**src/rtl/mpeg_motion_vector_encoder.sv**
```systemverilog
// MPEG-2 motion-vector encoder: wrapped delta, motion_code/residual, Table B-10 VLC packing.
// Optional build macro MV_ENC_BITCNT_EN adds a running emitted-bit counter (bit_count port).
module mpeg_motion_vector_encoder #(
  parameter int VEC_W      = 16,
  parameter int MAX_R_SIZE = 8,
  parameter int OUT_W      = 24
) (
  input  logic                    clk,
  input  logic                    rst,
  input  logic                    in_valid,
  output logic                    in_ready,
  input  logic signed [VEC_W-1:0] vec,
  input  logic signed [VEC_W-1:0] pred,
  input  logic [3:0]              r_size,
  output logic                    out_valid,
  input  logic                    out_ready,
  output logic [OUT_W-1:0]        out_bits,
  output logic [4:0]              out_len,
  output logic signed [VEC_W-1:0] pred_out
`ifdef MV_ENC_BITCNT_EN
  ,
  output logic [31:0]             bit_count
`endif
);

  // Two guard bits: vec-pred needs one, and the single wrap correction/pred+d sum needs another.
  localparam int DW = VEC_W + 2;
  localparam logic signed [DW-1:0] ONE_S = DW'(1);

  typedef enum logic [1:0] {S_IDLE, S_DELTA, S_CODE, S_EMIT} state_t;

  state_t                  state_q;
  logic signed [VEC_W-1:0] vec_q, pred_q;
  logic [3:0]              r_q, r_clamp;
  logic signed [DW-1:0]    d_q, d_d, d_raw;
  logic                    in_ready_q, out_valid_q;
  logic [OUT_W-1:0]        out_bits_q, out_bits_d;
  logic [4:0]              out_len_q, out_len_d;
  logic signed [VEC_W-1:0] pred_out_q, pred_out_d;

  logic signed [DW-1:0]    f_s, high_s, low_s, range_s, psum, psum_w;
  logic [DW-1:0]           abs_d, abs_m1, mc_w, res_w, fmask;
  logic [4:0]              mc;
  logic [9:0]              vlc_val;
  logic [3:0]              vlc_len;

  // Clamp incoming r_size to the largest supported value.
  always_comb begin
    r_clamp = (r_size > 4'(MAX_R_SIZE)) ? 4'(MAX_R_SIZE) : r_size;
  end

  // Legal vector window [low, high] and its span for the latched r.
  always_comb begin
    f_s     = ONE_S <<< r_q;
    high_s  = (f_s <<< 4) - ONE_S;
    low_s   = -(f_s <<< 4);
    range_s = f_s <<< 5;
  end

  // Raw delta with exactly one modular correction back toward the window.
  always_comb begin
    d_raw = $signed({{2{vec_q[VEC_W-1]}}, vec_q}) - $signed({{2{pred_q[VEC_W-1]}}, pred_q});
    if (d_raw > high_s)
      d_d = d_raw - range_s;
    else if (d_raw < low_s)
      d_d = d_raw + range_s;
    else
      d_d = d_raw;
  end

  // motion_code, residual, VLC lookup and packing, plus updated predictor.
  always_comb begin
    abs_d  = d_q[DW-1] ? $unsigned(-d_q) : $unsigned(d_q);
    abs_m1 = abs_d - DW'(1);
    fmask  = $unsigned(f_s) - DW'(1);
    mc_w   = abs_d;
    res_w  = '0;
    if ((abs_d != '0) && (r_q != 4'd0)) begin
      mc_w  = (abs_m1 >> r_q) + DW'(1);
      res_w = abs_m1 & fmask;
    end
    // mc cannot exceed 16 for in-window operands; saturate so stray inputs still give a legal code.
    mc = (mc_w > DW'(16)) ? 5'd16 : mc_w[4:0];

    case (mc)
      5'd1:    begin vlc_val = 10'b0000000001; vlc_len = 4'd2;  end
      5'd2:    begin vlc_val = 10'b0000000001; vlc_len = 4'd3;  end
      5'd3:    begin vlc_val = 10'b0000000001; vlc_len = 4'd4;  end
      5'd4:    begin vlc_val = 10'b0000000011; vlc_len = 4'd6;  end
      5'd5:    begin vlc_val = 10'b0000000101; vlc_len = 4'd7;  end
      5'd6:    begin vlc_val = 10'b0000000100; vlc_len = 4'd7;  end
      5'd7:    begin vlc_val = 10'b0000000011; vlc_len = 4'd7;  end
      5'd8:    begin vlc_val = 10'b0000001011; vlc_len = 4'd9;  end
      5'd9:    begin vlc_val = 10'b0000001010; vlc_len = 4'd9;  end
      5'd10:   begin vlc_val = 10'b0000001001; vlc_len = 4'd9;  end
      5'd11:   begin vlc_val = 10'b0000010001; vlc_len = 4'd10; end
      5'd12:   begin vlc_val = 10'b0000010000; vlc_len = 4'd10; end
      5'd13:   begin vlc_val = 10'b0000001111; vlc_len = 4'd10; end
      5'd14:   begin vlc_val = 10'b0000001110; vlc_len = 4'd10; end
      5'd15:   begin vlc_val = 10'b0000001101; vlc_len = 4'd10; end
      5'd16:   begin vlc_val = 10'b0000001100; vlc_len = 4'd10; end
      default: begin vlc_val = 10'b0000000001; vlc_len = 4'd1;  end
    endcase

    if (mc == 5'd0) begin
      out_bits_d = OUT_W'(1);
      out_len_d  = 5'd1;
    end else begin
      // {vlc, sign} then r residual bits; res_w is zero when r is zero.
      out_bits_d = (OUT_W'({vlc_val, d_q[DW-1]}) << r_q) | OUT_W'(res_w);
      out_len_d  = 5'(vlc_len) + 5'd1 + 5'(r_q);
    end

    psum = $signed({{2{pred_q[VEC_W-1]}}, pred_q}) + d_q;
    if (psum > high_s)
      psum_w = psum - range_s;
    else if (psum < low_s)
      psum_w = psum + range_s;
    else
      psum_w = psum;
    pred_out_d = psum_w[VEC_W-1:0];
  end

  // Sequencer IDLE -> DELTA -> CODE -> EMIT with registered handshake and output word.
  always_ff @(posedge clk) begin
    if (rst) begin
      state_q     <= S_IDLE;
      vec_q       <= '0;
      pred_q      <= '0;
      r_q         <= '0;
      d_q         <= '0;
      in_ready_q  <= 1'b1;
      out_valid_q <= 1'b0;
      out_bits_q  <= '0;
      out_len_q   <= '0;
      pred_out_q  <= '0;
    end else begin
      case (state_q)
        S_IDLE: begin
          if (in_valid) begin
            vec_q      <= vec;
            pred_q     <= pred;
            r_q        <= r_clamp;
            in_ready_q <= 1'b0;
            state_q    <= S_DELTA;
          end
        end
        S_DELTA: begin
          d_q     <= d_d;
          state_q <= S_CODE;
        end
        S_CODE: begin
          out_bits_q  <= out_bits_d;
          out_len_q   <= out_len_d;
          pred_out_q  <= pred_out_d;
          out_valid_q <= 1'b1;
          state_q     <= S_EMIT;
        end
        S_EMIT: begin
          if (out_ready) begin
            out_valid_q <= 1'b0;
            in_ready_q  <= 1'b1;
            state_q     <= S_IDLE;
          end
        end
        default: state_q <= S_IDLE;
      endcase
    end
  end

  assign in_ready  = in_ready_q;
  assign out_valid = out_valid_q;
  assign out_bits  = out_bits_q;
  assign out_len   = out_len_q;
  assign pred_out  = pred_out_q;

`ifdef MV_ENC_BITCNT_EN
  logic [31:0] bit_count_q, bit_count_d;

  // Accumulate emitted length on every accepted word; wraps naturally at 2^32.
  always_comb begin
    bit_count_d = bit_count_q;
    if (out_valid_q && out_ready)
      bit_count_d = bit_count_q + 32'(out_len_q);
  end

  // Counter register, cleared with the rest of the block.
  always_ff @(posedge clk) begin
    if (rst)
      bit_count_q <= '0;
    else
      bit_count_q <= bit_count_d;
  end

  assign bit_count = bit_count_q;
`else
  // Counter not built.
`endif

endmodule

```
**config.mk**
```make
export PLATFORM = sky130hd
export DESIGN_NAME = mpeg_motion_vector_encoder
export DESIGN_NICKNAME = d
export VERILOG_FILES = /design/src/rtl/mpeg_motion_vector_encoder.sv
export SDC_FILE = /design/constraint.sdc
export NUM_CORES = 1
export LEC_CHECK = 0
export CAP_MARGIN = 15
export CORE_ASPECT_RATIO = 0.7
export CORE_MARGIN = 3
export CORE_UTILIZATION = 37
export DETAILED_ROUTE_END_ITERATION = 10
export PLACE_DENSITY = 0.66
export SETUP_SLACK_MARGIN = 0.3
export SYNTH_ARGS = -nofsm -noshare
export SYNTH_HDL_FRONTEND = slang
export SYNTH_SLANG_ARGS = --single-unit
```
**constraint.sdc**
```tcl
create_clock -name clk -period 21 [get_ports clk]
set_input_delay 4.2 -clock clk [delete_from_list [all_inputs] [get_ports clk]]
set_output_delay 4.2 -clock clk [all_outputs]
set_load 0.01 [all_outputs]
```
Word level (Yosys, flattened, before mapping)
Memories as Yosys holds them, arrays and structs flattened.
Index checks and enable logic that the tools add are counted.
{"block": "classes", "order_cmp": 6, "add_sub_neg": 14, "n_eq_ne": 5, "bitwise": 2, "n_mux": 19, "shift": 3, "n_reduce_logical": 11}
{"cell": "18-bit two-way mux", "count": 5}
{"cell": "18-bit negation", "count": 2}
{"cell": "18-bit by 1-bit subtractor with 18-bit output, second input constant", "count": 2}
{"cell": "16-bit two-way mux", "count": 2}
{"cell": "24-bit two-way mux", "count": 1}
{"cell": "24-bit by 18-bit bitwise OR with 24-bit output", "count": 1}
{"cell": "11-bit by 4-bit << shifter with 24-bit output", "count": 1}
{"cell": "16-bit by 18-bit adder with 18-bit output", "count": 1}
{"cell": "17-bit by 18-bit adder with 18-bit output", "count": 1}
{"cell": "18-bit by 1-bit adder with 18-bit output, second input constant", "count": 1}
{"cell": "18-bit AND", "count": 1}
{"cell": "17-bit by 18-bit > comparator with 1-bit output", "count": 1}
{"cell": "18-bit > comparator", "count": 1}
{"cell": "18-bit by 5-bit > comparator with 1-bit output, second input constant", "count": 1}
{"cell": "17-bit by 18-bit less-than comparator with 1-bit output", "count": 1}
{"cell": "18-bit less-than comparator", "count": 1}
{"cell": "18-bit nonzero test", "count": 1}
{"cell": "18-bit by 4-bit right shift with 18-bit output", "count": 1}
{"cell": "2-bit by 4-bit <<< shifter with 18-bit output, first input constant", "count": 1}
{"cell": "17-bit by 18-bit subtractor with 18-bit output", "count": 1}
{"cell": "18-bit by 2-bit subtractor with 18-bit output, second input constant", "count": 1}
{"cell": "16-bit by 16-bit subtractor with 17-bit output", "count": 1}
{"cell": "16-bit adder", "count": 1}
{"cell": "16-bit subtractor", "count": 1}
{"cell": "other kinds (19)", "count": 29}
{"block": "totals", "regBits": 103, "elab_cells": 71, "in_bits": 40, "romBits": 288, "mem_count": 1, "out_inout_bits": 47}
{"name": "(no name shown)", "depth": 32, "word_bits": 9, "read_ports": 1, "rd_clocked_by_memory_dff": 0, "wr": 0, "line_no": "85", "rtl": "case (mc)"}

Logic depth before layout (Yosys ltp)
An unclocked memory read counts as a cell.
{"block": "logic_depth", "depth_word": 12, "mapped_depth": 37, "depth_no_buf": 33}

Least setup slack after synthesis
No wires, ideal clock.
{"block": "synth_path", "path_kind": "register to register", "from": "reg d_q[0]", "to": "reg out_len_q[4] (netlist: out_len[4])", "synth_period_minus_slack_ps": 7187, "setup_time_ps": 70, "stages_incl_launch_ff": 34, "arrival_time_ps": 7117, "setup_slack_ps": 13813, "n_path_buf": 3, "required_time_ps": 20930, "path_cell_list": "dfxtp_1 -> clkbuf_1 -> inv_1 -> ha_1 -> buf_2 -> or3b_2 -> or4_1 -> o31ai_2 -> xor2_1 -> o21ai_0 -> a41o_1 -> o22ai_1 -> o31ai_1 -> a21oi_1 -> ha_1 -> and4_1 -> buf_2 -> nand4b_1 -> xnor2_1 -> o211ai_2 -> o31ai_2 -> nand3_1 -> or2_2 -> ha_1 -> nor2_1 -> nand4_1 -> a31oi_1 -> o21ai_0 -> ha_1 -> fa_1 -> nor2b_1 -> o21a_1 -> o21ai_1 -> a21oi_1"}
{"block": "synth_via", "elab_chain_len": 12, "word_cells_on_any_way": 15, "cone_classes": "add/sub: 5; order compare: 1; shift: 1; mux: 4; reduce/logical: 3; memory: 1"}
{"item": "start, declared", "line_no": "35", "rtl": "logic signed [DW-1:0] d_q, d_d, d_raw;"}
{"item": "start signal, assigned", "line_no": "131", "rtl": "d_q <= '0;"}
{"item": "start signal, assigned", "line_no": "149", "rtl": "d_q <= d_d;"}
{"item": "18-bit negation", "line_no": "73", "rtl": "abs_d = d_q[DW-1] ? $unsigned(-d_q) : $unsigned(d_q);"}
{"item": "18-bit two-way mux (*)", "line_no": "73"}
{"item": "18-bit by 1-bit subtractor with 18-bit output", "line_no": "74", "rtl": "abs_m1 = abs_d - DW'(1);"}
{"item": "18-bit by 4-bit right shift with 18-bit output", "line_no": "79", "rtl": "mc_w = (abs_m1 >> r_q) + DW'(1);"}
{"item": "18-bit by 1-bit adder with 18-bit output", "line_no": "79"}
{"item": "18-bit two-way mux (*)", "line_no": "78", "rtl": "if ((abs_d != '0) && (r_q != 4'd0)) begin"}
{"item": "18-bit by 5-bit > comparator with 1-bit output", "line_no": "83", "rtl": "mc = (mc_w > DW'(16)) ? 5'd16 : mc_w[4:0];"}
{"item": "5-bit two-way mux (*)", "line_no": "83"}
{"item": "memory read 32 x 9 bit"}
{"item": "4-bit by 1-bit adder with 5-bit output", "line_no": "111", "rtl": "out_len_d = 5'(vlc_len) + 5'd1 + 5'(r_q);"}
{"item": "5-bit by 4-bit adder with 5-bit output", "line_no": "111"}
{"item": "5-bit two-way mux (*)", "line_no": "105", "rtl": "if (mc == 5'd0) begin"}
{"item": "end signal, assigned", "line_no": "154", "rtl": "out_len_q <= out_len_d;"}
{"item": "end, declared", "line_no": "38", "rtl": "logic [4:0] out_len_q, out_len_d;"}
Mark *: on every way between the ends. The rest lies on a longest branch, timed or not.
A chain may end at the register's enable or synchronous reset.

Worst setup path in the final report
Same ends and word-level chain as after synthesis.

==> impl_metrics.csv <==
group,metric,value,unit
yosys,synth_seq_cells,100,
yosys,ys_top_cells_by_area,"dfxtp_1 16%, ha_1 15%, a21oi_1 5.7%",
worst_hold_path,whs_endpoint,"pred_out[9]",
route,drc_errors,0,
placement,port_buffers,83,
critical_path,reg2reg_depth,30,
sta,setup_ws,12.13,ns
clocking,cts_made_buffers,9,
route,dr.pass1.iters,6,
route,drt-initial-drc-count,1564,
sta,worst_clock_skew,0.006762,ns
global_routing,grt_pass1_vias,12790,
clocking,postCtsHoldBufs,0,
clocking,clkSinkCount,100,
yosys,synth.distinct_cells,101,
die,die_x,228.8,µm
run,maxCapViolCount,0,
yosys,yosysTopAreaCell,"dfxtp_1",
yosys,synth_edf_count,0,
layout,drive_gt1_share,5.653,%
die,rows,56,
critical_path,slowest_stage,"a221oi_2",
yosys,synth.most_common_cell,"nand2_1",
die,initial_utilization,37.99,%
layout,final_nets,1963,
critical_path,rr_startpoint,"d_q[0]",
global_routing,grt_pass1_wl,76960,µm
critical_path,r2r_setup_slack,12.13,ns
global_routing,grt.busiest_layer,"met1",
yosys,yosysTopAreaCellShare,15.57,%
layout,final_util,42.37,%
route,ant_nets,0,
global_routing,antenna_found_initial,0,
yosys,async_flop_share,0,%
route,vias,14020,
die,dieArea,37060,µm²
yosys,synth_commonest_cells,"190 x nand2_1, 152 x ha_1, 146 x a21oi_1",
global_routing,use_met3,8.608,%
sta,max_freq,112.7,MHz
layout,area_delta_synth_final,11.53,%
sta,fin_crit_sh,42.24,%
critical_path,worstSetupPathType,"reg2reg",
yosys,syn_inst,1750,
global_routing,grtUsageMet2,36.67,%
critical_path,slowest_delay,0.80,ns
clocking,cts_root_buf,"clkbuf_16",
global_routing,grt_util_met1,38.43,%
placement,gp_congestion,1.081,
route,post_drt_via_cell_ratio,6.274,
sta,finalMaxSlewViolations,0,
sta,rsz0062_at_grt,"no",
sta,tightest_slew,1.117,ns
die,ios,87,
global_routing,grt_max_degree,89,
clocking,clkLatencyLatePin,0.38,ns
placement,place_ws,12.42,ns
status,status,"completed",
yosys,netlist_area,12860,µm²
critical_path,critPathArrivalTime,9.19,ns
sta,setup_viol_count_final,0,
worst_hold_path,min_from,"pred_out[9]",
sta,finalHoldViolations,0,
critical_path,endpoint_kind,"register",
yosys,avgSynthCellArea,7.347,µm²
critical_path,cp_common_cell,"ha_1",
critical_path,critPathMaxFanout,12,
global_routing,grt_overflow_total,0,
worst_hold_path,min_path_type,"reg2reg",
clocking,ctsResizeCount,0,
yosys,ys.warnings.count,0,
sta,finalSetupTns,0,ns
sta,period_needed,8.871,ns
critical_path,start_kind,"register",
yosys,seq_area_frac_synth,15.57,%
clocking,clk_pin_slew_worst_paths,0.08,ns
critical_path,crit-reg2reg-capture,"out_len[4]",
critical_path,crit_required,21.32,ns
sta,relSlewSlack,24.98,%
die,core,33840,µm²
route,wirelength,50280,µm
clocking,tritoncts,"built",
route,routedWlPerCell,22.51,µm
clocking,cts_max_level,3,
clocking,cts_buffer_depth,2,
worst_hold_path,holdPathStages,2,
global_routing,track_usage,26.16,%
die,die_h,162.0,µm
placement,hpwlAfterDp,39120,µm
yosys,synth_flop_cell,"dfxtp_1",
clocking,cts_setup_buffers,0,
flip-flops by register name, indices dropped and copies added (netlist names):
register,count
out_bits,21
pred_q,16
r_q,4
state_q,2
pred_out,16
vec_q,16
d_q,18
out_len,5
out_valid,1
in_ready,1
final cells by class:
| type | count | area [µm²] |
|---|---|---|
| antenna | 1 | 2.502 |
| timing repair buffer | 105 | 993.5 |
| multi-input combinational | 1433 | 9997 |
| inverter | 115 | 431.7 |
| fill | 3436 | 19500 |
| tap | 464 | 580.6 |
| clock inverter | 7 | 107.6 |
| clock buffer | 9 | 225.2 |
| sequential | 100 | 2002 |
layer usage:
layer	wire, µm	part of all wire [%]
met1	23370	46
met2	19670	39
met3	6371	13
met4	871	1.7
met5	0	0
critical path, delay by kind of cell, from the launching register on:
family | cells | cell delay [ns]
xor+xnor | 2 | 0.90
flops | 1 | 0.49
compound gates | 11 | 3.03
fa+ha+maj | 5 | 1.51
buf+inv | 1 | 0.24
simple gates | 11 | 2.66
how the worst max path moves through the flow:
stage            from         end  slack (ns)
4_1_cts        d_q[0]  out_len[4]       12.39
3_3_place_gp   d_q[0]  out_len[4]       12.70
6_report       d_q[0]  out_len[4]       12.13
5_1_grt        d_q[0]  out_len[4]       11.70
2_1_floorplan  d_q[0]  out_len[4]       13.81
3_5_place_dp   d_q[0]  out_len[4]       12.42
cell families after synthesis:
| kind of cell | after synthesis | share of synthesized area [%] |
|---|---|---|
| AOI/OAI and AO/OA | 592 | 32.44 |
| and+or+nand+nor | 579 | 22.23 |
| buffers and inverters | 219 | 6.734 |
| adders and majority gates | 159 | 15.88 |
| DFF | 100 | 15.57 |
| xor gates and xnor gates | 72 | 4.905 |
| muxes | 28 | 2.209 |
| other | 1 | 0.02917 |
cells in the final DEF, fill, tap and decap left out, types with 17 or more instances in the layout:
| cell type | n |
|---|---|
| buf_4 | 23 |
| a21o_1 | 29 |
| o22ai_1 | 24 |
| nand3_1 | 41 |
| nand4_1 | 19 |
| nand2_1 | 190 |
| mux2i_1 | 25 |
| dfxtp_1 | 100 |
| a211oi_1 | 27 |
| clkdlybuf4s50_1 | 82 |
| a311oi_1 | 17 |
| a21oi_1 | 146 |
| o21bai_1 | 33 |
| inv_1 | 114 |
| ha_1 | 152 |
| and2_1 | 18 |
| xnor2_1 | 56 |
| o211ai_1 | 27 |
| o21ai_0 | 71 |
| nor2_1 | 142 |
| nor3_1 | 37 |
| nand2b_1 | 17 |
| nor2b_1 | 17 |
| o21a_1 | 30 |
per-stage QoR:
step                hold slack, ns  instances  cell area [µm²]
detailed placement          0.4519       2217            14000
finish                      0.4611       2234            14340
floorplan                   0.4363       1752            12860
CTS                         0.4621       2233            14340
global route                0.4820       2233            14340
global placement            0.4521       2217            14000
Power is left out: the tool's default activity adds up to more than one toggle a clock period on the data nets, which glitch-free logic cannot reach.
